`src/rtl/fetch_defs.sv`:
```
// Shared definitions for the fetch stage: state encodings, widths and PC step.
package fetch_defs;

   localparam int INSTR_W = 16;
   localparam logic [15:0] PC_STEP = 16'd2;
   localparam logic [INSTR_W-1:0] DEF_NOP_INSTR = 16'h0800;

   typedef enum logic [2:0] {
      ST_REQ    = 3'd0,
      ST_WAIT   = 3'd1,
      ST_HOLD   = 3'd2,
      ST_DRAIN  = 3'd3,
      ST_HALTED = 3'd4
   } fetch_state_e;

   // Wraps mod 2^16 by construction of the 16-bit sum.
   function automatic logic [15:0] pc_next(input logic [15:0] pc);
      return pc + PC_STEP;
   endfunction

endpackage

```
`src/rtl/fetch_buffer.sv`:
```
// One-entry instruction buffer presented to decode; load has priority over clear.
module fetch_buffer
   import fetch_defs::*;
#(
   parameter logic [INSTR_W-1:0] NOP_INSTR = DEF_NOP_INSTR
) (
   input  logic               clk,
   input  logic               rst,
   input  logic               load,
   input  logic               clear,
   input  logic [INSTR_W-1:0] instr_in,
   input  logic [15:0]        pc_in,
   output logic               id_valid,
   output logic [INSTR_W-1:0] id_instr,
   output logic [15:0]        id_pc,
   output logic [15:0]        id_pc_inc
);

   logic               valid_d, valid_q;
   logic [INSTR_W-1:0] instr_d, instr_q;
   logic [15:0]        pc_d, pc_q;
   logic [15:0]        pc_inc_d, pc_inc_q;

   always_comb begin
      valid_d  = valid_q;
      instr_d  = instr_q;
      pc_d     = pc_q;
      pc_inc_d = pc_inc_q;
      if (load) begin
         valid_d  = 1'b1;
         instr_d  = instr_in;
         pc_d     = pc_in;
         pc_inc_d = pc_next(pc_in);
      end else if (clear) begin
         valid_d = 1'b0;
         instr_d = NOP_INSTR;
      end
   end

   always_ff @(posedge clk) begin
      if (rst) begin
         valid_q  <= 1'b0;
         instr_q  <= NOP_INSTR;
         pc_q     <= 16'h0000;
         pc_inc_q <= 16'h0000;
      end else begin
         valid_q  <= valid_d;
         instr_q  <= instr_d;
         pc_q     <= pc_d;
         pc_inc_q <= pc_inc_d;
      end
   end

   assign id_valid  = valid_q;
   assign id_instr  = instr_q;
   assign id_pc     = pc_q;
   assign id_pc_inc = pc_inc_q;

endmodule

```
`src/rtl/fetch_stage.sv`:
```
// Instruction fetch stage: PC, multi-cycle imem handshake, one-entry decode buffer.
// Optional perf counters enabled with `define FETCH_PERF_EN.
module fetch_stage
   import fetch_defs::*;
#(
   parameter logic [15:0]        RESET_PC  = 16'h0000,
   parameter logic [INSTR_W-1:0] NOP_INSTR = DEF_NOP_INSTR
) (
   input  logic               clk,
   input  logic               rst,
   output logic [15:0]        imem_addr,
   output logic               imem_en,
   input  logic               imem_stall,
   input  logic               imem_done,
   input  logic [INSTR_W-1:0] imem_data,
   input  logic               imem_err,
   input  logic               redirect_valid,
   input  logic [15:0]        redirect_pc,
   input  logic               halt,
   input  logic               id_ready,
   output logic               id_valid,
   output logic [INSTR_W-1:0] id_instr,
   output logic [15:0]        id_pc,
   output logic [15:0]        id_pc_inc,
   output logic               err
`ifdef FETCH_PERF_EN
   ,
   output logic [15:0]        perf_fetched,
   output logic [15:0]        perf_stall
`endif
);

   fetch_state_e state_d, state_q;
   logic [15:0]  pc_d, pc_q;
   logic         pc_we;
   logic         halted_d, halted_q;
   logic         err_d, err_q;
   logic         buf_load, buf_clear;
   logic         stop, redir;

   always_comb begin
      state_d   = state_q;
      pc_d      = pc_q;
      pc_we     = 1'b0;
      halted_d  = halted_q | halt;
      err_d     = err_q;
      buf_load  = 1'b0;
      buf_clear = 1'b0;
      stop      = halt | halted_q;
      // Halt beats redirect, and nothing redirects once halted.
      redir     = redirect_valid & ~stop & (state_q != ST_HALTED);

      if (redir) begin
         pc_we     = 1'b1;
         pc_d      = {redirect_pc[15:1], 1'b0};
         buf_clear = 1'b1;
         if (redirect_pc[0]) err_d = 1'b1;
      end
      if (state_q == ST_WAIT && imem_done && imem_err) err_d = 1'b1;

      case (state_q)
         ST_REQ: begin
            if (stop)             state_d = ST_HALTED;
            else if (redir)       state_d = ST_REQ;
            else if (!imem_stall) state_d = ST_WAIT;
         end
         ST_WAIT: begin
            if (imem_done) begin
               if (stop)       state_d = ST_HALTED;
               else if (redir) state_d = ST_REQ;
               else begin
                  buf_load = 1'b1;
                  pc_we    = 1'b1;
                  pc_d     = pc_next(pc_q);
                  state_d  = ST_HOLD;
               end
            end else if (!stop && redir) begin
               state_d = ST_DRAIN;
            end
         end
         ST_HOLD: begin
            if (stop) begin
               state_d = ST_HALTED;
               if (id_ready) buf_clear = 1'b1;
            end else if (redir) begin
               state_d = ST_REQ;
            end else if (id_ready) begin
               buf_clear = 1'b1;
               state_d   = ST_REQ;
            end
         end
         ST_DRAIN: begin
            if (imem_done) state_d = stop ? ST_HALTED : ST_REQ;
         end
         ST_HALTED: begin
            // Decode may still drain the instruction buffered before halt.
            if (id_ready) buf_clear = 1'b1;
         end
         default: state_d = ST_REQ;
      endcase
   end

   always_ff @(posedge clk) begin
      if (rst) begin
         state_q  <= ST_REQ;
         pc_q     <= RESET_PC;
         halted_q <= 1'b0;
         err_q    <= 1'b0;
      end else begin
         state_q  <= state_d;
         halted_q <= halted_d;
         err_q    <= err_d;
         if (pc_we) pc_q <= pc_d;
      end
   end

   fetch_buffer #(.NOP_INSTR(NOP_INSTR)) u_buf (
      .clk       (clk),
      .rst       (rst),
      .load      (buf_load),
      .clear     (buf_clear),
      .instr_in  (imem_data),
      .pc_in     (pc_q),
      .id_valid  (id_valid),
      .id_instr  (id_instr),
      .id_pc     (id_pc),
      .id_pc_inc (id_pc_inc)
   );

   assign imem_addr = pc_q;
   assign imem_en   = (state_q == ST_REQ);
   assign err       = err_q;

`ifdef FETCH_PERF_EN
   logic [15:0] perf_fetched_d, perf_fetched_q;
   logic [15:0] perf_stall_d, perf_stall_q;
   logic        stall_cyc;

   always_comb begin
      stall_cyc      = (state_q == ST_REQ && imem_stall) ||
                       (state_q == ST_WAIT) || (state_q == ST_DRAIN);
      perf_fetched_d = perf_fetched_q;
      perf_stall_d   = perf_stall_q;
      if (buf_load && perf_fetched_q != 16'hFFFF) perf_fetched_d = perf_fetched_q + 16'd1;
      if (stall_cyc && perf_stall_q != 16'hFFFF)  perf_stall_d   = perf_stall_q + 16'd1;
   end

   always_ff @(posedge clk) begin
      if (rst) begin
         perf_fetched_q <= 16'h0000;
         perf_stall_q   <= 16'h0000;
      end else begin
         perf_fetched_q <= perf_fetched_d;
         perf_stall_q   <= perf_stall_d;
      end
   end

   assign perf_fetched = perf_fetched_q;
   assign perf_stall   = perf_stall_q;
`endif

endmodule

```
`config.mk`:
```
export PLATFORM = sky130hd
export DESIGN_NAME = fetch_stage
export DESIGN_NICKNAME = d
export VERILOG_FILES = /design/src/rtl/fetch_defs.sv /design/src/rtl/fetch_buffer.sv /design/src/rtl/fetch_stage.sv
export SDC_FILE = /design/constraint.sdc
export NUM_CORES = 1
export LEC_CHECK = 0
export ABC_AREA = 1
export CORE_ASPECT_RATIO = 0.75
export CORE_UTILIZATION = 25
export DETAILED_ROUTE_END_ITERATION = 8
export HOLD_SLACK_MARGIN = 0.12
export PLACE_DENSITY = 0.54
export SLEW_MARGIN = 10
export SYNTH_ARGS = -nofsm -noshare
export SYNTH_HDL_FRONTEND = slang
export SYNTH_SLANG_ARGS = --single-unit
```
`constraint.sdc`:
```
create_clock -name clk -period 3.22 [get_ports clk]
set_input_delay 0.483 -clock clk [delete_from_list [all_inputs] [get_ports clk]]
set_output_delay 0.483 -clock clk [all_outputs]
set_load 0.05 [all_outputs]
```
## Word-level counts from Yosys, hierarchy flattened

Cells that the tools add are included.

| cells by class | value |
|---|---|
| add/sub/neg operators | 1 |
| reduce and logical (&&, ||, !) cells | 10 |
| bitwise operators | 5 |
| multiplexer cells | 38 |
| eq/ne operators | 9 |

Operators by type and width:

| kind | count |
|---|---|
| $mux W16 | 7 |
| $mux W3 | 11 |
| $mux W1 | 17 |
| $add A16 B2 Y16 const B | 1 |
| $pmux W3 S5 | 1 |
| $eq A3 B2 Y1 const B | 2 |
| $reduce_bool A2 Y1 | 3 |
| $reduce_and A5 Y1 | 1 |
| $ne A4 B2 Y1 const B | 1 |
| $ne A4 B4 Y1 const B | 1 |
| $eq A3 B1 Y1 const B | 1 |
| $eq A3 B3 Y1 const B | 1 |
| $logic_and A1 B1 Y1 | 3 |
| $logic_not A3 Y1 | 1 |
| $ne A3 B2 Y1 const B | 1 |
| $ne A3 B3 Y1 const B | 1 |
| $and A1 B1 Y1 | 2 |
| $mux W2 | 1 |
| $ne A2 B2 Y1 const B | 1 |
| $not A1 Y1 | 2 |
| $pmux W1 S2 | 1 |
| $reduce_and A2 Y1 | 1 |
| $logic_not A1 Y1 | 1 |
| $or A1 B1 Y1 | 1 |

| storage, ports and cells | value |
|---|---|
| output and inout port bits | 67 |
| flip-flop bits (word level) | 70 |
| input bits | 40 |
| word-level logic and storage cells | 71 |

## Longest topological paths before layout

Gate-level depths: netlist of run 1.

| depth | value |
|---|---|
| word-level depth | 11 |
| mapped depth | 11 |
| gate-level depth less buffers | 10 |

## Modules after synthesis

Synthesis of run 1 repeated with hierarchy kept, for this count alone.

| second synthesis, totals | value |
|---|---|
| cells, all modules | 511 |
| area, all modules | 3,447.1 µm² |

By module, submodules not included:

| module | seq. area each (µm²) | instances | area each (µm²) | cells an instance |
|---|---|---|---|---|
| fetch_buffer | 960.9 | 1 | 2,031.9 | 283 |
| fetch_stage | 420.4 | 1 | 1,415.1 | 228 |

## Least setup slack after synthesis of run 1

Ideal clock, no wire load.

| timing | value |
|---|---|
| path type | flip-flop to flip-flop |
| start point | register state_q[0] |
| end point | register state_q[0] |
| path buffers | 0 |
| setup time | 0.113 ns |
| period minus slack after synthesis | 1.863 ns |
| data arrival time | 1.750 ns |
| stages on the path, launching flop included | 9 |
| data required time | 3.107 ns |
| path slack | 1.357 ns |
| cell sequence | dfxtp_1 -> inv_1 -> nand2_1 -> nor2_1 -> nand4_1 -> nand3_1 -> nor2_1 -> nor2_1 -> nor2_1 |

| on the way | value |
|---|---|
| elaborated cells between the ends (all ways) | 19 |
| classes of those cells | eq/ne: 9; mux: 5; bitwise: 2; reduce/logical: 3 |

RTL lines:

| element | RTL line | source |
|---|---|---|
| start: declaration | fetch_stage.sv:33 | `fetch_state_e state_d, state_q;` |
| start signal: assignment | fetch_stage.sv:110 | `state_q <= state_d;` |
| $logic_not A3 Y1 (*) | n/a |  |
| named net imem_en | fetch_stage.sv:12 | `output logic imem_en,` |
| $ne A4 B2 Y1 (no source line) | n/a |  |
| $reduce_and A5 Y1 (no source line) | n/a |  |

Mark *: on every way through the listed nets, which the timed path passes. The rest lies on a longest branch.
A chain may end at the register's enable or synchronous reset.

## Worst setup path in the final report of run 1

| timing | value |
|---|---|
| start point | register state_q[0] |
| end point | output port imem_en |

| on the way | value |
|---|---|
| word-level cells in the longest chain between the ends | 1 |

RTL lines:

| element | RTL line | source |
|---|---|---|
| $logic_not A3 Y1 | fetch_stage.sv:131 | `assign imem_en = (state_q == ST_REQ);` |
| end: declaration | fetch_stage.sv:12 |  |

No other way between the ends.

==> results by group, run 1 <==
Status
  • Status: completed

Min path
  • Class of the worst hold path: reg -> reg
  • Hold EP: u_buf.id_instr[4]
  • Hold path cells: 2
  • Hold path start: u_buf.id_instr[4]

Synth
  • Post-Syn Instances: 422
  • Post-synthesis sequential area ratio: 0.4508
  • Share of the synthesized area in the top cell type: 0.4508
  • Number of synthesized register bits: 69
  • Yosys warnings: 0
  • Cell Area, Synth: roughly 3000 um^2
  • Mapped Nets: 463
  • Top cells by area, synth: dfxtp_1 45%, nand2_1 11%, nor2_1 7.8%
  • Syn Area/Cell: 7.261 um^2
  • Post-synth top area cell: dfxtp_1
  • Synth cell types: 32

Routing
  • DR WL/cell: roughly 14 um
  • Vias/cell: around 4.6
  • Total wire length: just under 10 mm
  • DRC Markers: 0
  • Vias: about 3,200
  • Antenna Nets Post-Route: 0
  • First-pass DRT Iterations: 5
  • Drt first-iter violations: about 200

Floorplanning
  • Rows: 34
  • Starting density of the core: 0.2600
  • Die width: 129.8 um
  • Core Box Area: approximately 12,000 um^2
  • Die ar.: about 13,000 um^2
  • Die height: between 90 and 100 um
  • Ports: 107

Worst setup path
  • CP Data Arrival Time: ~1900 ps
  • Kind of critical path: reg -> out
  • R2R cell count: 7
  • R2R Path Start: imem_addr[1]
  • CP Capture Type: primary output
  • Worst EP required: 2740 ps
  • CP max FO: 6
  • Reg-to-reg slack, setup: between 1000 and 1500 ps
  • RR Endpoint: imem_addr[10]
  • Setup crit start kind: register

Clock network
  • Root buf cell: clkbuf_16
  • CTS tree: yes
  • CTS Sinks: a little under 70
  • Worst-path clk slew: ~60 ps
  • CTS hold repair buffers: 0
  • Number of CTS-inserted buffers: 9
  • Skew-Pair Late Insertion Delay: between 300 and 400 ps
  • Cts repair resizes: 0
  • Post CTS Setup Buffer Count: 0
  • Maximum clock path buffer count: 2
  • Htree depth: 3

Timing
  • Crit path time final: ~2300 ps
  • Crit share post-route: 0.7233
  • Setup-failing EPs final: 0
  • RSZ-0062 raised after global routing: no
  • Slew HR: 0.5681
  • Max-slew violation count: 0
  • Final setup TNS: 0 ps
  • Final-report hold violation count: 0
  • Clock skew: a little under 10 ps
  • Slew @ Worst Pin: roughly 650 ps
  • Maximum clock frequency: about 0.43 GHz

Cells and area
  • Sequential Area: ~1400 um^2
  • Nets@finish: between 500 and 600
  • Area Growth Syn to Fin: 48.26%
  • Share of layout cells above drive strength 1: 0.09470
  • Area of the multi-input gates: 1451 um^2
  • N_diodes: 0
  • FILL cells: about 1,200

Placement
  • GPL Wtd Cong: between 0.8 and 0.9
  • PortBufs: between 100 and 150
  • Post-DP HPWL: around 6.9 mm

Global route
  • GRT Total Usage: 0.1586
  • Largest net degree at the start of global routing: 69
  • Global-route wire length before repair: between 15 and 20 mm
  • Vias in the first global route: just over 3,000
  • Gr ovfl total: 0
  • Initial antenna violation count: 0

Pwr
  • Leak Pwr: between 1.5 and 2 nW
  • Pwr per Cell Area: roughly 590 nW/um^2
  • VDD IR max: 0.0002587 V
  • Overall Power: about 0.0027 W

Job
  • Max_cap viols: 0
## registers in the layout, indices dropped and copies added (netlist names)
register,cells
imem_addr,16
u_buf.id_valid,1
err,1
u_buf.id_pc,15
halted_q,1
state_q,3
u_buf.id_pc_inc,16
u_buf.id_instr,16
## worst max-delay path: stages, from the launching register on
cell             delay [ps]
dfxtp_1                 360
inv_1                    90
nand2_1                  60
nor2_1                  170
clkdlybuf4s50_1         840
## Yosys cell counts, drive strengths merged
cell type and number:
a32oi 1, nand2 101, buf 13, nor2 66, nand4 6, dfxtp 69, o21ai 39, xor2 6
o22ai 3, a21o 1, nand3 24, clkbuf 5, ha 1, nor3 7, inv 32, a311oi 1
a31oi 2, a21oi 45
## cell usage in the layout (no fill, tap or decap), drive strengths merged, types with 7 or more instances in the layout
cell / count
a21oi: 45
clkbuf: 12
clkdlybuf4s50: 106
dfxtp: 69
inv: 32
nand2: 101
nand3: 24
nor2: 66
nor3: 7
o21ai: 39
## layer usage
layer | part of all wire | GRT usage | vias to the layer above
met1 | 0.47 | 0.2054 | 1444
met5 | 0 | 0 | -
met3 | 0.11 | 0.07068 | 10
li1 | - | - | 1588
met4 | 0.010 | 0.04472 | 0
met2 | 0.42 | 0.2365 | 132
## kinds of logic (layout without fill, tap and decap cells)
logic type      count (synthesis)  count (layout)  share of synthesized area
simple gates                  204             204                     0.2895
xor+xnor                        6               6                    0.01715
buf+inv                        50             156                    0.07553
fa+ha+maj                       1               1                   0.004083
compound gates                 92              92                     0.1629
flops                          69              69                     0.4508
## layout make-up
class                   count  share of cell area
well taps                 162             0.04462
repair buffers            109              0.2413
flip-flops and latches     69              0.3040
clock inverters             3            0.004406
multi-input cells         303              0.3195
inverters                  32             0.02754
clock buffers              12             0.05866
## worst max path at each step
stage | endpoint | cells past startpoint | slack [ps] | startpoint
after detailed placement | imem_addr[4] | 6 | 670 | imem_done
after global routing | imem_en | 4 | 810 | state_q[0]
after floorplan | state_q[0] | 8 | 1360 | state_q[0]
after global placement | imem_addr[13] | 8 | 710 | imem_done
after CTS | imem_en | 4 | 880 | state_q[0]
final | imem_en | 4 | 890 | state_q[0]
## power breakdown
| group | internal (W) | switching [W] |
|---|---|---|
| registers | 0.000910 | 0.0000684 |
| logic | 0.000244 | 0.000495 |
| clock network | 0.000578 | 0.000367 |
| total | 0.00173 | 0.000930 |
## through the flow
step | setup slack (ps) | instance area (um^2) | std cells | utilization | hold WS, ps
after floorplan | 1357 | 3064 | 422 | - | 513.2
after global placement | 711.1 | 4257 | 675 | 0.3612 | 447.5
after detailed placement | 669.4 | 4257 | 675 | 0.3612 | 455.1
after CTS | 875.4 | 4543 | 690 | 0.3855 | 461.7
after global routing | 809.7 | 4543 | 690 | 0.3855 | 490.5
final | 890.9 | 4543 | 690 | 0.3855 | 458.4
(Power assumes the default switching activity.)
==> inputs of run 2 (changes only) <==
==> constraint.sdc (replaced) <==
create_clock -name clk -period 2.2 [get_ports clk]
set_input_delay 0.33 -clock clk [delete_from_list [all_inputs] [get_ports clk]]
set_output_delay 0.33 -clock clk [all_outputs]
set_load 0.05 [all_outputs]
==> run 2 against run 1 <==
  * Clock-buffer cell count decreased by 1
  * Register-to-register slack got worse by 980 ps
  * Critical path depth shrank 3
  * Setup slack lost 720 ps
  * Via count increased by 0.44%
  * Combinational power is 49% higher
  * Die area is the same
  * Cell area increased by 1.6%
  * Sequential power is 45% higher
  * Critical endpoint is now imem_addr[1]
==> results by group, run 2 (synthesis gave the netlist of run 1 again) <==
Timing
  • Setup-failing EPs final: 0 (unchanged)
  • Clock skew: 4.987 ps (-4.836 ps)
  • Max-slew violation count: 0 (unchanged)
  • Hold slack: 455.9 ps (-2.541 ps)
  • Final-report hold violation count: 0 (unchanged)
  • Crit path time final: between 2000 and 2500 ps
  • Final setup TNS: 0 ps (unchanged)
  • Slew @ Worst Pin: 616.3 ps (-30.77 ps)
  • Slew HR: 0.5859 (+0.01783)
  • Maximum clock frequency: approximately 0.49 GHz
  • Crit share post-route: 0.9223
  • RSZ-0062 raised after global routing: no

Floorplanning
  • Die height: 97.88 um (unchanged)
  • Ports: 107 (unchanged)
  • Die width: 129.8 um (unchanged)
  • Die ar.: 12,710 um^2 (unchanged)
  • Core Box Area: 11,780 um^2 (unchanged)
  • Rows: 34 (unchanged)
  • Starting density of the core: 0.2600 (unchanged)

Worst setup path
  • Crit path max-delay family: buffers and inverters
  • Worst EP required: 1870 ps (-870 ps)
  • CP Data Arrival Time: 1700 ps (-150 ps)
  • CP max FO: 6 (unchanged)
  • CP Capture Type: primary output
  • CP max stage delay: 870 ps (+30 ps)
  • CP cell instances: clkdlybuf4s50_1
  • Setup crit start kind: register
  • Crit-path slowest cell: clkdlybuf4s50_1
  • Kind of critical path: reg -> out
  • CP bufs+invs: 1 (-1)
  • Reg-to-reg slack, setup: 350 ps (-980 ps)

Pwr
  • Overall Power: 0.003971 W (+49%)
  • Pwr per Cell Area: 860.4 nW/um^2 (+47%)
  • VDD IR max: 0.0004446 V (+72%)
  • Leak Pwr: 1.732 nW (+3.0%)

Routing
  • First-pass DRT Iterations: 4 (-1)
  • DRC Markers: 0 (unchanged)
  • Drt first-iter violations: 154 (-24%)
  • Vias/cell: 4.567 (-0.71%)
  • Total wire length: 9.498 mm (-2.0%)
  • Antenna Nets Post-Route: 0 (unchanged)
  • DR WL/cell: 13.61 um (-3.2%)
  • Vias: 3,188 (+0.44%)

Global route
  • Gr ovfl total: 0 (unchanged)
  • Largest net degree at the start of global routing: 69 (unchanged)
  • Initial antenna violation count: 0 (unchanged)
  • Global-route wire length before repair: 14.81 mm (-4.0%)
  • Met3 Usage GRT: 0.07507 (+0.004384)
  • Busiest grt layer: met2
  • GRT met1 Usage: 0.2005 (-0.004906)
  • Met2 Usage GRT: 0.2242 (-0.01234)
  • GRT Total Usage: 0.1532 (-0.005454)
  • Vias in the first global route: 2,857 (-6.1%)

Cells and area
  • Share of layout cells above drive strength 1: 0.1082 (+0.01351)
  • Commonest non-fill, non-tap cell in the layout: clkdlybuf4s50_1
  • Area Growth Syn to Fin: 50.63%
  • Sequential Area: 1381 um^2 (unchanged)
  • FILL cells: 1,188 (-4.0%)
  • N_diodes: 0 (unchanged)
  • Area of the multi-input gates: 1451 um^2 (unchanged)
  • Nets@finish: 573 (+1.4%)
  • Most frequent cells in the layout: 105 x clkdlybuf4s50_1, 86 x nand2_1, 69 x dfxtp_1

Placement
  • GPL Wtd Cong: 0.8077 (-7.9%)
  • Post-DP HPWL: 7.028 mm (+2.3%)
  • PortBufs: 106 (unchanged)

Clock network
  • CTS hold repair buffers: 0 (unchanged)
  • CTS Sinks: 69 (unchanged)
  • Skew-Pair Late Insertion Delay: 330 ps (about the same)
  • Worst-path clk slew: 60 ps (about the same)
  • Root buf cell: clkbuf_16
  • Number of CTS-inserted buffers: 9 (unchanged)
  • Maximum clock path buffer count: 2 (unchanged)
  • Htree depth: 3 (unchanged)
  • CTS tree: yes

Job
  • Max_cap viols: 0 (unchanged)

Status
  • Status: completed

Min path
  • Class of the worst hold path: reg -> reg
==> run 2: layer usage <==
metal / part of all wire / wire [um]
met5: 0 / 0
met1: 0.48 / 4533
met4: 0.0098 / 93
met3: 0.095 / 907
met2: 0.42 / 3962
==> run 2: where the power goes <==
group          internal (W)  leakage (nW)  total [W]  switching, W
clock              0.000928         0.147    0.00145      0.000518
combinational      0.000364          1.03    0.00110      0.000738
sequential          0.00133         0.558    0.00142     0.0000920
==> run 2: final timing paths <==
check / start / end / cells past startpoint
worst max-delay path: imem_addr[1] / imem_addr[1] / 1
worst min-delay path: err / err / 2
worst max register to register: imem_addr[1] / imem_addr[10] / 7
worst min register to register: err / err / 2
==> run 2: cell type report <==
class / count / share of cell area
clock buffers: 11 / 0.05476
clock inverters: 4 / 0.01030
inverters: 32 / 0.02711
multi-input cells: 303 / 0.3144
flip-flops and latches: 69 / 0.2993
well taps: 162 / 0.04391
repair buffers: 117 / 0.2502
==> run 2: timing repair <==
action,in CTS,in global routing
buffers inserted,0,0
resized for setup,1,0
setup endpoints to repair,1,0
==> run 2: metrics by stage <==
step                area [um^2]  setup WS, ps  utilization  std cells
finish                     4616         171.0       0.3917        698
floorplan                  3064         337.4            -        422
detailed placement         4317         120.4       0.3663        683
CTS                        4616         134.1       0.3917        698
global route               4616         87.46       0.3917        698
global placement           4317         202.2       0.3663        683
==> inputs of run 3 (changes only) <==
--- a/config.mk
+++ b/config.mk
@@ -5,7 +5,7 @@
 export SDC_FILE = /design/constraint.sdc
 export NUM_CORES = 1
 export LEC_CHECK = 0
-export ABC_AREA = 1
+export ABC_AREA = 0
 export CORE_ASPECT_RATIO = 0.75
 export CORE_UTILIZATION = 25
 export DETAILED_ROUTE_END_ITERATION = 8
==> constraint.sdc (replaced) <==
create_clock -name clk -period 2.5 [get_ports clk]
set_input_delay 0.375 -clock clk [delete_from_list [all_inputs] [get_ports clk]]
set_output_delay 0.375 -clock clk [all_outputs]
set_load 0.05 [all_outputs]
==> run 3 against run 2 <==
  * Clock skew up 1.4 ps
  * Wire length down 1.5%
  * Worst hold slack worse by 1.9 ps
  * Clock-buffer cell count up 3
  * Via count down 6.7%
  * Setup slack better by 26 ps
  * Global-route usage down 0.46 points
  * Non-clock buffer count up 3
  * Sequential power down 15%
  * Cell count down 10%
  * Critical path depth up 1
  * Largest cell class unchanged
==> results by group, run 3 <==
Clock network
  • Post CTS Setup Buffer Count: 0 (unchanged)
  • Root buf cell: clkbuf_16
  • Worst-path clk slew: 50 ps (about the same)
  • CTS tree: yes
  • Skew-Pair Late Insertion Delay: 330 ps (about the same)
  • Maximum clock path buffer count: 2 (unchanged)
  • CTS hold repair buffers: 0 (unchanged)
  • Cts repair resizes: 0 (-1)
  • Number of CTS-inserted buffers: 9 (unchanged)
  • Htree depth: 3 (unchanged)
  • CTS Sinks: 69 (unchanged)

Worst setup path
  • Crit path launch: state_q[2]
  • Worst EP required: 2120 ps (+250 ps)
  • R2R Path Start: imem_addr[1]
  • CP Capture Type: primary output
  • Kind of critical path: reg -> out
  • Setup crit start kind: register
  • CP max FO: 9 (+3)
  • CP Data Arrival Time: 1930 ps (+230 ps)

Cells and area
  • N_diodes: 0 (unchanged)
  • Most frequent cells in the layout: 105 x clkdlybuf4s50_1, 69 x dfxtp_1, 49 x nand2_1
  • Share of layout cells above drive strength 1: 0.08478 (-0.02343)
  • Area Growth Syn to Fin: 45.29%
  • Commonest non-fill, non-tap cell in the layout: clkdlybuf4s50_1
  • Nets@finish: 497 (-13%)

Synth
  • Top cells by area, synth: dfxtp_1 44%, nand2_1 5.9%, nor2_1 5.0%
  • Post-synth top area cell: dfxtp_1
  • Cell Area, Synth: 3138 um^2 (+2.4%)
  • Most instantiated cells after synthesis: 69 x dfxtp_1, 49 x nand2_1, 42 x nor2_1, 30 x a21oi_1, 19 x a22oi_1
  • Number of synthesized register bits: 69 (unchanged)
  • Mapped Nets: 401 (-13%)
  • Share of the synthesized area in the top cell type: 0.4402 (-0.01060)
  • Syn Area/Cell: 8.717 um^2 (+20%)
  • Post-synth EDFFs: 0 (unchanged)
  • Most frequent cell after synthesis: dfxtp_1
  • Post-Syn Instances: 360 (-15%)
  • Post-synth ARST share: 0 (unchanged)
  • Synth cell types: 57 (+78%)
  • Predominant post-synthesis flop cell: dfxtp_1
  • Post-synthesis sequential area ratio: 0.4402 (-0.01060)
  • Yosys warnings: 0 (unchanged)

Routing
  • DRC Markers: 0 (unchanged)
  • Vias/cell: 4.751 (+4.0%)
  • Antenna Nets Post-Route: 0 (unchanged)
  • DR WL/cell: 14.94 um (+9.8%)
  • Total wire length: 9.355 mm (-1.5%)
  • Vias: 2,974 (-6.7%)
  • First-pass DRT Iterations: 4 (unchanged)
  • Drt first-iter violations: 122 (-21%)

Pwr
  • Clk network pwr share: 0.415 (+0.051)
  • Switching part of the total: 0.2807 (-0.05863)
  • Register share of total power: 0.416 (+0.058)
  • Int Pwr: 0.002088 W (-20%)
  • Pwr per Cell Area: 636.7 nW/um^2 (-26%)
  • Switching power: 0.0008150 W (-40%)
  • Leak Pwr: 1.483 nW (-14%)
  • VDD IR max: 0.0002667 V (-40%)
  • Logic gate share of total power: 0.169 (-0.108)

Floorplanning
  • Core Box Area: 12,260 um^2 (+4.1%)
  • Rows: 35 (+2.9%)
  • Die height: 99.03 um (+1.2%)
  • Starting density of the core: 0.2559 (-0.004116)
  • Die width: 131.4 um (+1.2%)
  • Die ar.: 13,010 um^2 (+2.4%)
  • Ports: 107 (unchanged)

Placement
  • GPL Wtd Cong: 0.8079 (about the same)
  • Post-DP HPWL: 6.680 mm (-5.0%)
  • PortBufs: 106 (unchanged)

Min path
  • Class of the worst hold path: reg -> reg
  • Hold path start: u_buf.id_pc[3]

Timing
  • Max-slew violation count: 0 (unchanged)
  • Setup-failing EPs final: 0 (unchanged)
  • Slew HR: 0.4332 (-0.1527)
  • Hold slack: 454.0 ps (-1.865 ps)
  • Clock skew: 6.388 ps (+1.402 ps)
  • Crit path time final: ~2300 ps
  • Final-report hold violation count: 0 (unchanged)
  • Slew @ Worst Pin: 850.2 ps (+233.9 ps)
  • Final setup TNS: 0 ps (unchanged)
  • Maximum clock frequency: about 0.43 GHz
  • RSZ-0062 raised after global routing: no
  • Crit share post-route: 0.9210

Global route
  • Largest net degree at the start of global routing: 48 (-30%)
  • Global-route wire length before repair: 14.99 mm (+1.2%)
  • Initial antenna violation count: 0 (unchanged)
  • Gr ovfl total: 0 (unchanged)
  • GRT Total Usage: 0.1486 (-0.004599)
  • Vias in the first global route: 2,805 (-1.8%)

Status
  • Status: completed

Job
  • Max_cap viols: 0 (unchanged)
-- run 3: power groups by stage --
stage | clock network (W) | registers [W] | logic, W
after floorplan | 0 | 0.00127 | 0.000301
after global placement | 0 | 0.00123 | 0.000491
after detailed placement | 0 | 0.00123 | 0.000492
after CTS | 0.00124 | 0.00121 | 0.000495
after global routing | 0.00131 | 0.00121 | 0.000527
final | 0.00120 | 0.00121 | 0.000490
-- run 3: worst paths after layout --
check | endpoint | slack [ps] | depth (start not counted)
max | imem_en | 200 | 2
min | u_buf.id_pc[3] | 450 | 2
max reg2reg | imem_addr[15] | 470 | 5
min reg2reg | u_buf.id_pc[3] | 450 | 2
-- run 3: cell type report --
| class | count | area, um^2 |
|---|---|---|
| Clock buffer | 14 | 274.0 |
| Sequential cell | 69 | 1381 |
| Inverter | 4 | 15.01 |
| Fill cell | 1244 | 7702 |
| Timing Repair Buffer | 120 | 1186 |
| Tap cell | 166 | 207.7 |
| Clock inverter | 1 | 5.005 |
| Multi-Input combinational cell | 252 | 1490 |
-- run 3: cell families (layout without fill, tap and decap cells) --
logic type	after synthesis	count (layout)	share of synthesized area
buffers and inverters	39	139	0.08732
and+or+nand+nor	143	143	0.2253
muxes	4	4	0.01316
xor gates and xnor gates	13	13	0.03628
DFF	69	69	0.4402
adders and majority gates	1	1	0.003987
AOI/OAI and AO/OA	91	91	0.1938
-- run 3: per-stage QoR --
step	setup slack (ps)	util	area [um^2]	cells	total power, W
after global placement	263.9	0.3491	4280	611	0.001718
after detailed placement	241.6	0.3491	4280	611	0.001722
after floorplan	49.11	-	3138	360	0.001571
after CTS	180.1	0.3718	4559	626	0.002939
final	197.4	0.3718	4559	626	0.002903
after global routing	119.1	0.3718	4559	626	0.003046
-- run 3: critical path, stage by stage (launching register included) --
cell	delay (ps)
dfxtp_1	400
nor3_1	330
clkdlybuf4s50_1	870
-- run 3: per-layer routing --
layer | routed length [um] | GRT usage
met2 | 4119 | 0.2300
met5 | 0 | 0
met4 | 112 | 0.04651
met1 | 4485 | 0.1939
met3 | 637 | 0.05144
